==> src/rtl/ctrl_decode_stage.sv <==
// rtl/ctrl_decode_stage.sv - registered control decode stage with load-use scoreboard
module ctrl_decode_stage #(
  parameter int REG_AW          = 5,
  parameter int LOAD_LAT        = 2,
  parameter bit ZERO_RD_NOWRITE = 1'b1
) (
  input  logic              CLK,
  input  logic              reset,
  input  logic              in_valid,
  output logic              in_ready,
  input  logic [6:0]        op,
  input  logic [2:0]        instrType,
  input  logic [2:0]        funct3,
  input  logic [REG_AW-1:0] rd,
  input  logic [REG_AW-1:0] rs1,
  input  logic [REG_AW-1:0] rs2,
  input  logic              flush,
  output logic              out_valid,
  input  logic              out_ready,
  output logic              we_reg,
  output logic              pcControl,
  output logic              memory_en,
  output logic              aluAsel,
  output logic              aluBsel,
  output logic              jump,
  output logic              branch,
  output logic [1:0]        wdSelect,
  output logic [1:0]        store_size,
  output logic              illegal,
  output logic [REG_AW-1:0] out_rd,
  output logic              stall
);

  localparam logic [2:0] TYPE_U = 3'b001;
  localparam logic [2:0] TYPE_J = 3'b010;
  localparam logic [2:0] TYPE_B = 3'b011;
  localparam logic [2:0] TYPE_I = 3'b100;
  localparam logic [2:0] TYPE_S = 3'b101;
  localparam logic [2:0] TYPE_R = 3'b110;

  localparam logic [6:0] OP_AUIPC  = 7'b0010111;
  localparam logic [6:0] OP_JALR   = 7'b1100111;
  localparam logic [6:0] OP_LOAD   = 7'b0000011;
  localparam logic [6:0] OP_IMM    = 7'b0010011;
  localparam logic [6:0] OP_SYSTEM = 7'b1110011;
  localparam logic [6:0] OP_FENCE  = 7'b0001111;

  typedef struct packed {
    logic       we_reg;
    logic       pc_control;
    logic       memory_en;
    logic       alu_asel;
    logic       alu_bsel;
    logic       jump;
    logic       branch;
    logic [1:0] wd_select;
    logic [1:0] store_size;
    logic       illegal;
  } ctrl_t;

  localparam ctrl_t CTRL_DEFAULT = '{
    we_reg: 1'b0, pc_control: 1'b0, memory_en: 1'b0, alu_asel: 1'b1,
    alu_bsel: 1'b0, jump: 1'b0, branch: 1'b0, wd_select: 2'b00,
    store_size: 2'b11, illegal: 1'b0
  };

  ctrl_t             dec;
  logic              use_rs1, use_rs2;
  logic              rs1_hit, rs2_hit;
  logic              capture, out_fire, held_is_load, sb_insert;

  ctrl_t             bundle_q, bundle_d;
  logic [REG_AW-1:0] out_rd_q, out_rd_d;
  logic              out_valid_q, out_valid_d;

  // scoreboard: index 0 is the newest load, index LOAD_LAT-1 the oldest
  logic [LOAD_LAT-1:0] sb_v_q, sb_v_d;
  logic [REG_AW-1:0]   sb_rd_q [LOAD_LAT];
  logic [REG_AW-1:0]   sb_rd_d [LOAD_LAT];

  // decode the instruction class into the control bundle and source usage
  always_comb begin
    dec     = CTRL_DEFAULT;
    use_rs1 = 1'b0;
    use_rs2 = 1'b0;
    case (instrType)
      TYPE_U: begin
        dec.we_reg = 1'b1;
        if (op == OP_AUIPC) begin
          dec.alu_asel  = 1'b0;
          dec.wd_select = 2'b00;
        end else begin
          dec.wd_select = 2'b11;
        end
      end
      TYPE_J: begin
        dec.we_reg     = 1'b1;
        dec.pc_control = 1'b1;
        dec.alu_asel   = 1'b0;
        dec.jump       = 1'b1;
      end
      TYPE_B: begin
        use_rs1        = 1'b1;
        use_rs2        = 1'b1;
        dec.branch     = 1'b1;
        dec.pc_control = 1'b1;
        dec.alu_asel   = 1'b0;
        dec.wd_select  = 2'b10;
      end
      TYPE_I: begin
        use_rs1 = 1'b1;
        if (op == OP_JALR) begin
          dec.we_reg     = 1'b1;
          dec.pc_control = 1'b1;
          dec.wd_select  = 2'b10;
          dec.alu_asel   = 1'b0;
          dec.jump       = 1'b1;
        end else if (op == OP_LOAD) begin
          dec.we_reg    = 1'b1;
          dec.wd_select = 2'b01;
          dec.memory_en = 1'b1;
        end else if (op == OP_IMM) begin
          dec.we_reg = 1'b1;
        end
      end
      TYPE_S: begin
        use_rs1       = 1'b1;
        use_rs2       = 1'b1;
        dec.memory_en = 1'b1;
        case (funct3)
          3'b000:  dec.store_size = 2'b00;
          3'b001:  dec.store_size = 2'b01;
          3'b010:  dec.store_size = 2'b10;
          default: dec.store_size = 2'b11;
        endcase
      end
      TYPE_R: begin
        use_rs1      = 1'b1;
        use_rs2      = 1'b1;
        dec.alu_bsel = 1'b1;
        dec.we_reg   = !((op == OP_SYSTEM) || (op == OP_FENCE));
      end
      default: dec.illegal = 1'b1;
    endcase
    if (ZERO_RD_NOWRITE && (rd == '0)) dec.we_reg = 1'b0;
  end

  // compare the used sources against every live scoreboard entry
  always_comb begin
    rs1_hit = 1'b0;
    rs2_hit = 1'b0;
    for (int i = 0; i < LOAD_LAT; i++) begin
      if (sb_v_q[i] && (sb_rd_q[i] == rs1)) rs1_hit = 1'b1;
      if (sb_v_q[i] && (sb_rd_q[i] == rs2)) rs2_hit = 1'b1;
    end
  end

  assign stall = in_valid & ((use_rs1 & (rs1 != '0) & rs1_hit) |
                             (use_rs2 & (rs2 != '0) & rs2_hit));
  assign in_ready     = (~out_valid_q | out_ready) & ~stall & ~flush;
  assign capture      = in_valid & in_ready;
  assign out_fire     = out_valid_q & out_ready & ~flush;
  assign held_is_load = bundle_q.we_reg & bundle_q.memory_en & (bundle_q.wd_select == 2'b01);
  assign sb_insert    = out_fire & held_is_load;

  // output register next state; bundle fields hold when nothing is captured
  always_comb begin
    bundle_d    = bundle_q;
    out_rd_d    = out_rd_q;
    out_valid_d = out_valid_q;
    if (capture) begin
      bundle_d    = dec;
      out_rd_d    = rd;
      out_valid_d = 1'b1;
    end else if (flush || out_fire) begin
      out_valid_d = 1'b0;
    end
  end

  // scoreboard ages one slot per cycle; a load entering execute lands at the head
  always_comb begin
    sb_v_d  = '0;
    sb_rd_d = '{default: '0};
    for (int i = LOAD_LAT - 1; i > 0; i--) begin
      sb_v_d[i]  = sb_v_q[i-1];
      sb_rd_d[i] = sb_rd_q[i-1];
    end
    sb_v_d[0]  = sb_insert;
    sb_rd_d[0] = sb_insert ? out_rd_q : '0;
  end

  // state registers
  always_ff @(posedge CLK) begin
    if (reset) begin
      out_valid_q <= 1'b0;
      bundle_q    <= CTRL_DEFAULT;
      out_rd_q    <= '0;
      sb_v_q      <= '0;
      sb_rd_q     <= '{default: '0};
    end else begin
      out_valid_q <= out_valid_d;
      bundle_q    <= bundle_d;
      out_rd_q    <= out_rd_d;
      sb_v_q      <= sb_v_d;
      sb_rd_q     <= sb_rd_d;
    end
  end

  assign out_valid  = out_valid_q;
  assign out_rd     = out_rd_q;
  assign we_reg     = bundle_q.we_reg;
  assign pcControl  = bundle_q.pc_control;
  assign memory_en  = bundle_q.memory_en;
  assign aluAsel    = bundle_q.alu_asel;
  assign aluBsel    = bundle_q.alu_bsel;
  assign jump       = bundle_q.jump;
  assign branch     = bundle_q.branch;
  assign wdSelect   = bundle_q.wd_select;
  assign store_size = bundle_q.store_size;
  assign illegal    = bundle_q.illegal;

endmodule

==> config.mk <==
export PLATFORM = sky130hd
export DESIGN_NAME = ctrl_decode_stage
export DESIGN_NICKNAME = d
export VERILOG_FILES = /design/src/rtl/ctrl_decode_stage.sv
export SDC_FILE = /design/constraint.sdc
export NUM_CORES = 1
export LEC_CHECK = 0
export BUFFER_PORTS_ARGS = -buffer_cell sky130_fd_sc_hd__clkbuf_2
export CAP_MARGIN = 20
export CORE_ASPECT_RATIO = 1.25
export CORE_MARGIN = 10
export CORE_UTILIZATION = 49
export CTS_CLUSTER_DIAMETER = 80
export DETAILED_ROUTE_END_ITERATION = 16
export PLACE_DENSITY_LB_ADDON = 0.08
export RECOVER_POWER = 50
export SLEW_MARGIN = 25
export SYNTH_ARGS = -nofsm -noshare
export SYNTH_HDL_FRONTEND = slang
export SYNTH_SLANG_ARGS = --single-unit
==> constraint.sdc <==
create_clock -name CLK -period 2.5 [get_ports CLK]
set_input_delay 0.25 -clock CLK [delete_from_list [all_inputs] [get_ports CLK]]
set_output_delay 0.25 -clock CLK [all_outputs]
set_load 0.03 [all_outputs]
==> flow_summary.yaml, run 1 <==
cts:
  ctsHoldBuffers: 0
  path_clk_slew_ns: 0.10
  cts_tree: "built"
  clock-root-buffer: "clkbuf_4"
  clock_latency_ns: 0.33
  clockBufferDepth: 2
  cts_max_level: 2
  numCtsBuffers: 5
  cts_setup_buffers: 0
  cts_resized: 0
  clkSinkCount: 30
power_and_ir_drop:
  p_leak_uw: 0.000712
  powerDensity_nw_per_um2: 574
  ir_drop_mv: 0.460
die:
  start_util_pct: 51.3
  die_x_um: 69.7
  core-area_um2: 2950
  ios: 53
  rows: 22
  die_y_um: 82.1
  dieArea_um2: 5720
timing:
  setup_viol: 0
  final.setup.tns_ns: 0
  fmax_ghz: 0.450
  finalClockSkew_ns: 0.0103
  worst_pin_slew_ns: 0.643
  rsz0062_at_grt: "false"
  finalHoldViolations: 0
  slew-limit-headroom_pct: 56.8
  hold-worst-slack_ns: 0.148
  maxSlewViolCount: 0
  fin_crit_ns: 2.22
  period_share_pct: 88.8
place:
  dp_hpwl_um: 3170
  gp_congestion: 0.910
  port_buffers: 52
  placed_area_um2: 1790
final_layout:
  layout_commonest_cell: "clkbuf_2"
  multiInputGateArea_um2: 853
  final_area_um2: 1850
  diodes: 0
  drive_gt1_share_pct: 21.5
  layout.nets: 256
  n_fill_cell: 267
  seq_area_um2: 601
  final_cell_mix: "34 x clkbuf_2, 30 x dfxtp_1, 24 x nor2_1"
  syn_to_final_growth_pct: 22.4
yosys:
  synth.yosys.seq_area_share_pct: 39.8
  synth_top_flop_cell: "dfxtp_1"
  syn_nets: 201
  synth_edf_count: 0
  ys_ff_latch: 30
  synth_cells: 168
  avgSynthCellArea_um2: 8.99
  synthArstFlopShare_pct: 0
  yosysUniqueCellTypes: 36
  ys_warn_count: 0
  syn_area_um2: 1510
outcome:
  status: "finished clean"
setup_path:
  crit_type: "in -> out"
  slowest_delay_ns: 0.54
  path_max_fanout: 3
  cp-end-kind: "output port"
  r2r_slack_ns: 0.75
  critPathMostFrequentCell: "clkbuf_2"
  reg2reg_depth: 7
  cp-start-kind: "primary input"
  worstReg2RegStart: "sb_rd_d[2]"
  worst_path_max_delay_cell: "or4_1"
  required_ns: 2.25
  crit_chain: "clkbuf_2, or4_1, o221a_2, a22oi_1, inv_1, nor3_1, clkbuf_2"
  worstPathArrival_ns: 1.97
  startpoint: "rs2[1]"
global_route:
  grt_overflow_total: 0
  grt_pass1_vias: 1434
  antenna_found_initial: 0
  grt_max_degree: 28
  grt_pass1_wl_um: 6640
  grt_usage_pct: 14.1
detailed_routing:
  drcViolationCount: 0
  wl_per_cell_um: 15.1
  vias_per_cell: 5.37
  wl_um: 3920
  vias: 1392
  drt_iter0_markers: 49
  firstDrtPassIters: 4
  ant_nets: 0
worst_hold_path:
  min_from: "flush"
  min_path_cells: 2
  hp-class: "in -> reg"
flow_run:
  cap_violations: 0
critical path: cells and delay by family:
kind / cells / cell delay, ns
simple gates: 2 / 0.72
compound gates: 2 / 0.56
buf+inv: 3 / 0.43
synth_stat cells, types with 2 or more instances:
master / count / area share (%)
nand2b_1: 2 / 0.83
nor3_1: 5 / 1.7
a21oi_1: 5 / 1.7
and2_1: 5 / 2.1
nand4_1: 6 / 2.5
inv_1: 4 / 0.99
and3_1: 3 / 1.2
o21ai_0: 3 / 0.99
nand2_1: 8 / 2.0
o22ai_1: 2 / 0.83
mux2i_1: 10 / 6.6
or3_1: 2 / 0.83
nand3_1: 4 / 1.3
or4_1: 3 / 1.5
clkbuf_1: 4 / 0.99
a311oi_1: 3 / 1.7
dfxtp_1: 30 / 40
xnor2_1: 21 / 12
nor2b_1: 8 / 3.3
nor2_1: 24 / 6.0
path summary, 6_finish.rpt:
kind / endpoint
max: in_ready
min: out_valid
max reg2reg: wdSelect[1]
min reg2reg: sb_rd_d[2]
layer usage:
layer	GRT usage (%)	wire length, µm	part of all wire (%)	up-vias
li1	-	-	-	707
met1	16.1	1750	45	629
met2	22.6	1750	45	46
met3	6.39	336	8.6	10
met4	5.73	85	2.2	0
met5	0	0	0	-
metrics by stage:
| step | utilization, % | power, µW | setup WS (ns) | instances |
|---|---|---|---|---|
| global placement | 60.7 | 669 | 0.321 | 252 |
| floorplan | - | 610 | 0.0796 | 168 |
| finish | 62.7 | 1060 | 0.279 | 259 |
| detailed placement | 60.7 | 673 | 0.267 | 252 |
| global route | 62.7 | 1110 | 0.0854 | 259 |
| CTS | 63.5 | 1070 | 0.266 | 259 |
cells by family after synthesis:
| group | after synthesis | synth area share [%] |
|---|---|---|
| AO/OA/AOI/OAI | 21 | 10.9 |
| XOR/XNOR | 21 | 12.2 |
| flip-flops | 30 | 39.8 |
| AND/OR/NAND/NOR | 76 | 26.8 |
| multiplexers | 10 | 6.63 |
| buffers and inverters | 10 | 3.73 |
layout make-up:
class / count / share of cell area (%)
clock inverters: 1 / 1.62
clock buffers: 6 / 2.78
repair buffers: 54 / 13.7
inverters: 4 / 0.812
well taps: 36 / 2.44
multi-input cells: 128 / 46.2
flip-flops and latches: 30 / 32.5
power by group:
part	internal (µW)	total, µW	switching (µW)
sequential	489	497	7.94
clock	233	401	169
combinational	63.4	162	99.0
Power figures use the tool's default switching activity.
==> run 2, diff against run 1 <==
--- a/config.mk
+++ b/config.mk
@@ -11,9 +11,11 @@
 export CORE_MARGIN = 10
 export CORE_UTILIZATION = 49
 export CTS_CLUSTER_DIAMETER = 80
+export CTS_CLUSTER_SIZE = 25
 export DETAILED_ROUTE_END_ITERATION = 16
 export PLACE_DENSITY_LB_ADDON = 0.08
 export RECOVER_POWER = 50
+export REMOVE_ABC_BUFFERS = 1
 export SLEW_MARGIN = 25
 export SYNTH_ARGS = -nofsm -noshare
 export SYNTH_HDL_FRONTEND = slang
==> constraint.sdc (replaced) <==
create_clock -name CLK -period 2.5 [get_ports CLK]
set_input_delay 0.125 -clock CLK [delete_from_list [all_inputs] [get_ports CLK]]
set_output_delay 0.125 -clock CLK [all_outputs]
set_load 0.03 [all_outputs]
==> flow_summary.yaml, run 2 (synthesis results as in run 1) <==
outcome:
  status: "finished clean"
setup_path:
  required_ns: 2.38
  r2r_slack_ns: 0.78
  r2r-end: "wdSelect[1]"
  crit_chain: "xnor2_1, nand4_1, o22ai_1, a22oi_1, inv_1, nor3_1, clkbuf_2"
  worstReg2RegStart: "sb_rd_q[1]"
  cp-start-kind: "flip-flop"
  cp-end-kind: "output port"
  worst_path_max_delay_cell: "dfxtp_1"
  crit_type: "reg -> out"
  path_max_fanout: 2
  startpoint: "sb_rd_q[1]"
  worstPathArrival_ns: 1.88
  reg2reg_depth: 7
  slowest_delay_ns: 0.34
power_and_ir_drop:
  ir_drop_mv: 0.435
  powerDensity_nw_per_um2: 525
  p_leak_uw: 0.000705
global_route:
  grt_overflow_total: 0
  grt_pass1_wl_um: 6760
  grt_pass1_vias: 1459
  antenna_found_initial: 0
  grt_usage_pct: 14.5
  grt_max_degree: 28
die:
  die_y_um: 82.1
  start_util_pct: 51.3
  core-area_um2: 2950
  die_x_um: 69.7
  rows: 22
  ios: 53
  dieArea_um2: 5720
timing:
  maxSlewViolCount: 0
  rsz0062_at_grt: "false"
  finalHoldViolations: 0
  worst_pin_slew_ns: 0.727
  setup_viol: 0
  fmax_ghz: 0.499
  finalClockSkew_ns: 0.00831
  period_share_pct: 80.1
  fin_crit_ns: 2.00
  slew-limit-headroom_pct: 51.1
  final.setup.tns_ns: 0
detailed_routing:
  wl_um: 4060
  firstDrtPassIters: 4
  drt_iter0_markers: 85
  wl_per_cell_um: 15.6
  ant_nets: 0
  vias: 1397
  drcViolationCount: 0
  vias_per_cell: 5.37
final_layout:
  n_fill_cell: 275
  drive_gt1_share_pct: 21.0
  fin_cells: 260
  layout_commonest_cell: "clkbuf_2"
  multiInputGateArea_um2: 853
  syn_to_final_growth_pct: 22.0
  seq_area_um2: 601
  layout.nets: 256
  diodes: 0
  final_cell_mix: "34 x clkbuf_2, 30 x dfxtp_1, 24 x nor2_1"
cts:
  cts_setup_buffers: 0
  clkSinkCount: 30
  clock-root-buffer: "clkbuf_4"
  cts_max_level: 2
  path_clk_slew_ns: 0.10
  numCtsBuffers: 5
  cts_tree: "built"
  clock_latency_ns: 0.33
  cts_resized: 0
  clockBufferDepth: 2
worst_hold_path:
  hp-class: "in -> reg"
  whs_endpoint: "out_rd[0]"
  min_path_cells: 3
  min_from: "rd[0]"
flow_run:
  cap_violations: 0
place:
  dp_hpwl_um: 3260
  port_buffers: 52
  placed_cells: 251
  gp_congestion: 0.929
## run 2: per-layer routing
metal,track usage (%),up-vias,part of all wire [%]
li1,-,705,-
met1,15.3,636,42
met3,5.43,10,5.8
met2,25.6,46,50
met4,6.72,0,2.3
met5,0,-,0
## run 2: worst max path at each step
stage | to | slack, ns | depth (start not counted)
after global routing | in_ready | 0.32 | 7
after CTS | in_ready | 0.45 | 7
after global placement | wdSelect[1] | 0.52 | 7
after floorplan | wdSelect[1] | 0.28 | 5
final | in_ready | 0.50 | 7
after detailed placement | wdSelect[1] | 0.51 | 7
## run 2: critical path: cells and delay by family (launching register included)
family	cells	cell delay, ns
AOI/OAI and AO/OA	2	0.52
xor gates and xnor gates	1	0.20
buffers and inverters	2	0.28
DFF	1	0.34
and+or+nand+nor	2	0.19
## run 2: area by class of cell
class                           instances  share of cell area, %
Tap cell                               36                   2.45
Timing Repair Buffer                   54                   14.5
Clock buffer                            7                   2.99
Multi-Input combinational cell        128                   46.3
Inverter                                4                  0.815
Clock inverter                          1                  0.272
Sequential cell                        30                   32.6
## run 2: stage by stage
stage               util, %  instance area (µm²)  total power [µW]  hold WS, ns  setup WS (ns)
finish                 62.5                 1840               966       0.0446          0.497
global route           62.5                 1840              1010       0.0444          0.324
CTS                    63.3                 1860               985       0.0244          0.452
detailed placement     60.9                 1790               675        0.355          0.512
global placement       60.9                 1790               672        0.348          0.520
floorplan                 -                 1470               599        0.195          0.276
## run 2: timing repair
action / in CTS / in global routing
hold buffers: 1 / 0
endpoints found under the setup margin: 0 / 0
endpoints found under the hold margin: 1 / 0
## run 2: report_power, final
part           total [µW]  switching, µW  internal [µW]
Sequential            497           7.90            489
Combinational         165           99.3           65.5
Clock                 304            168            136
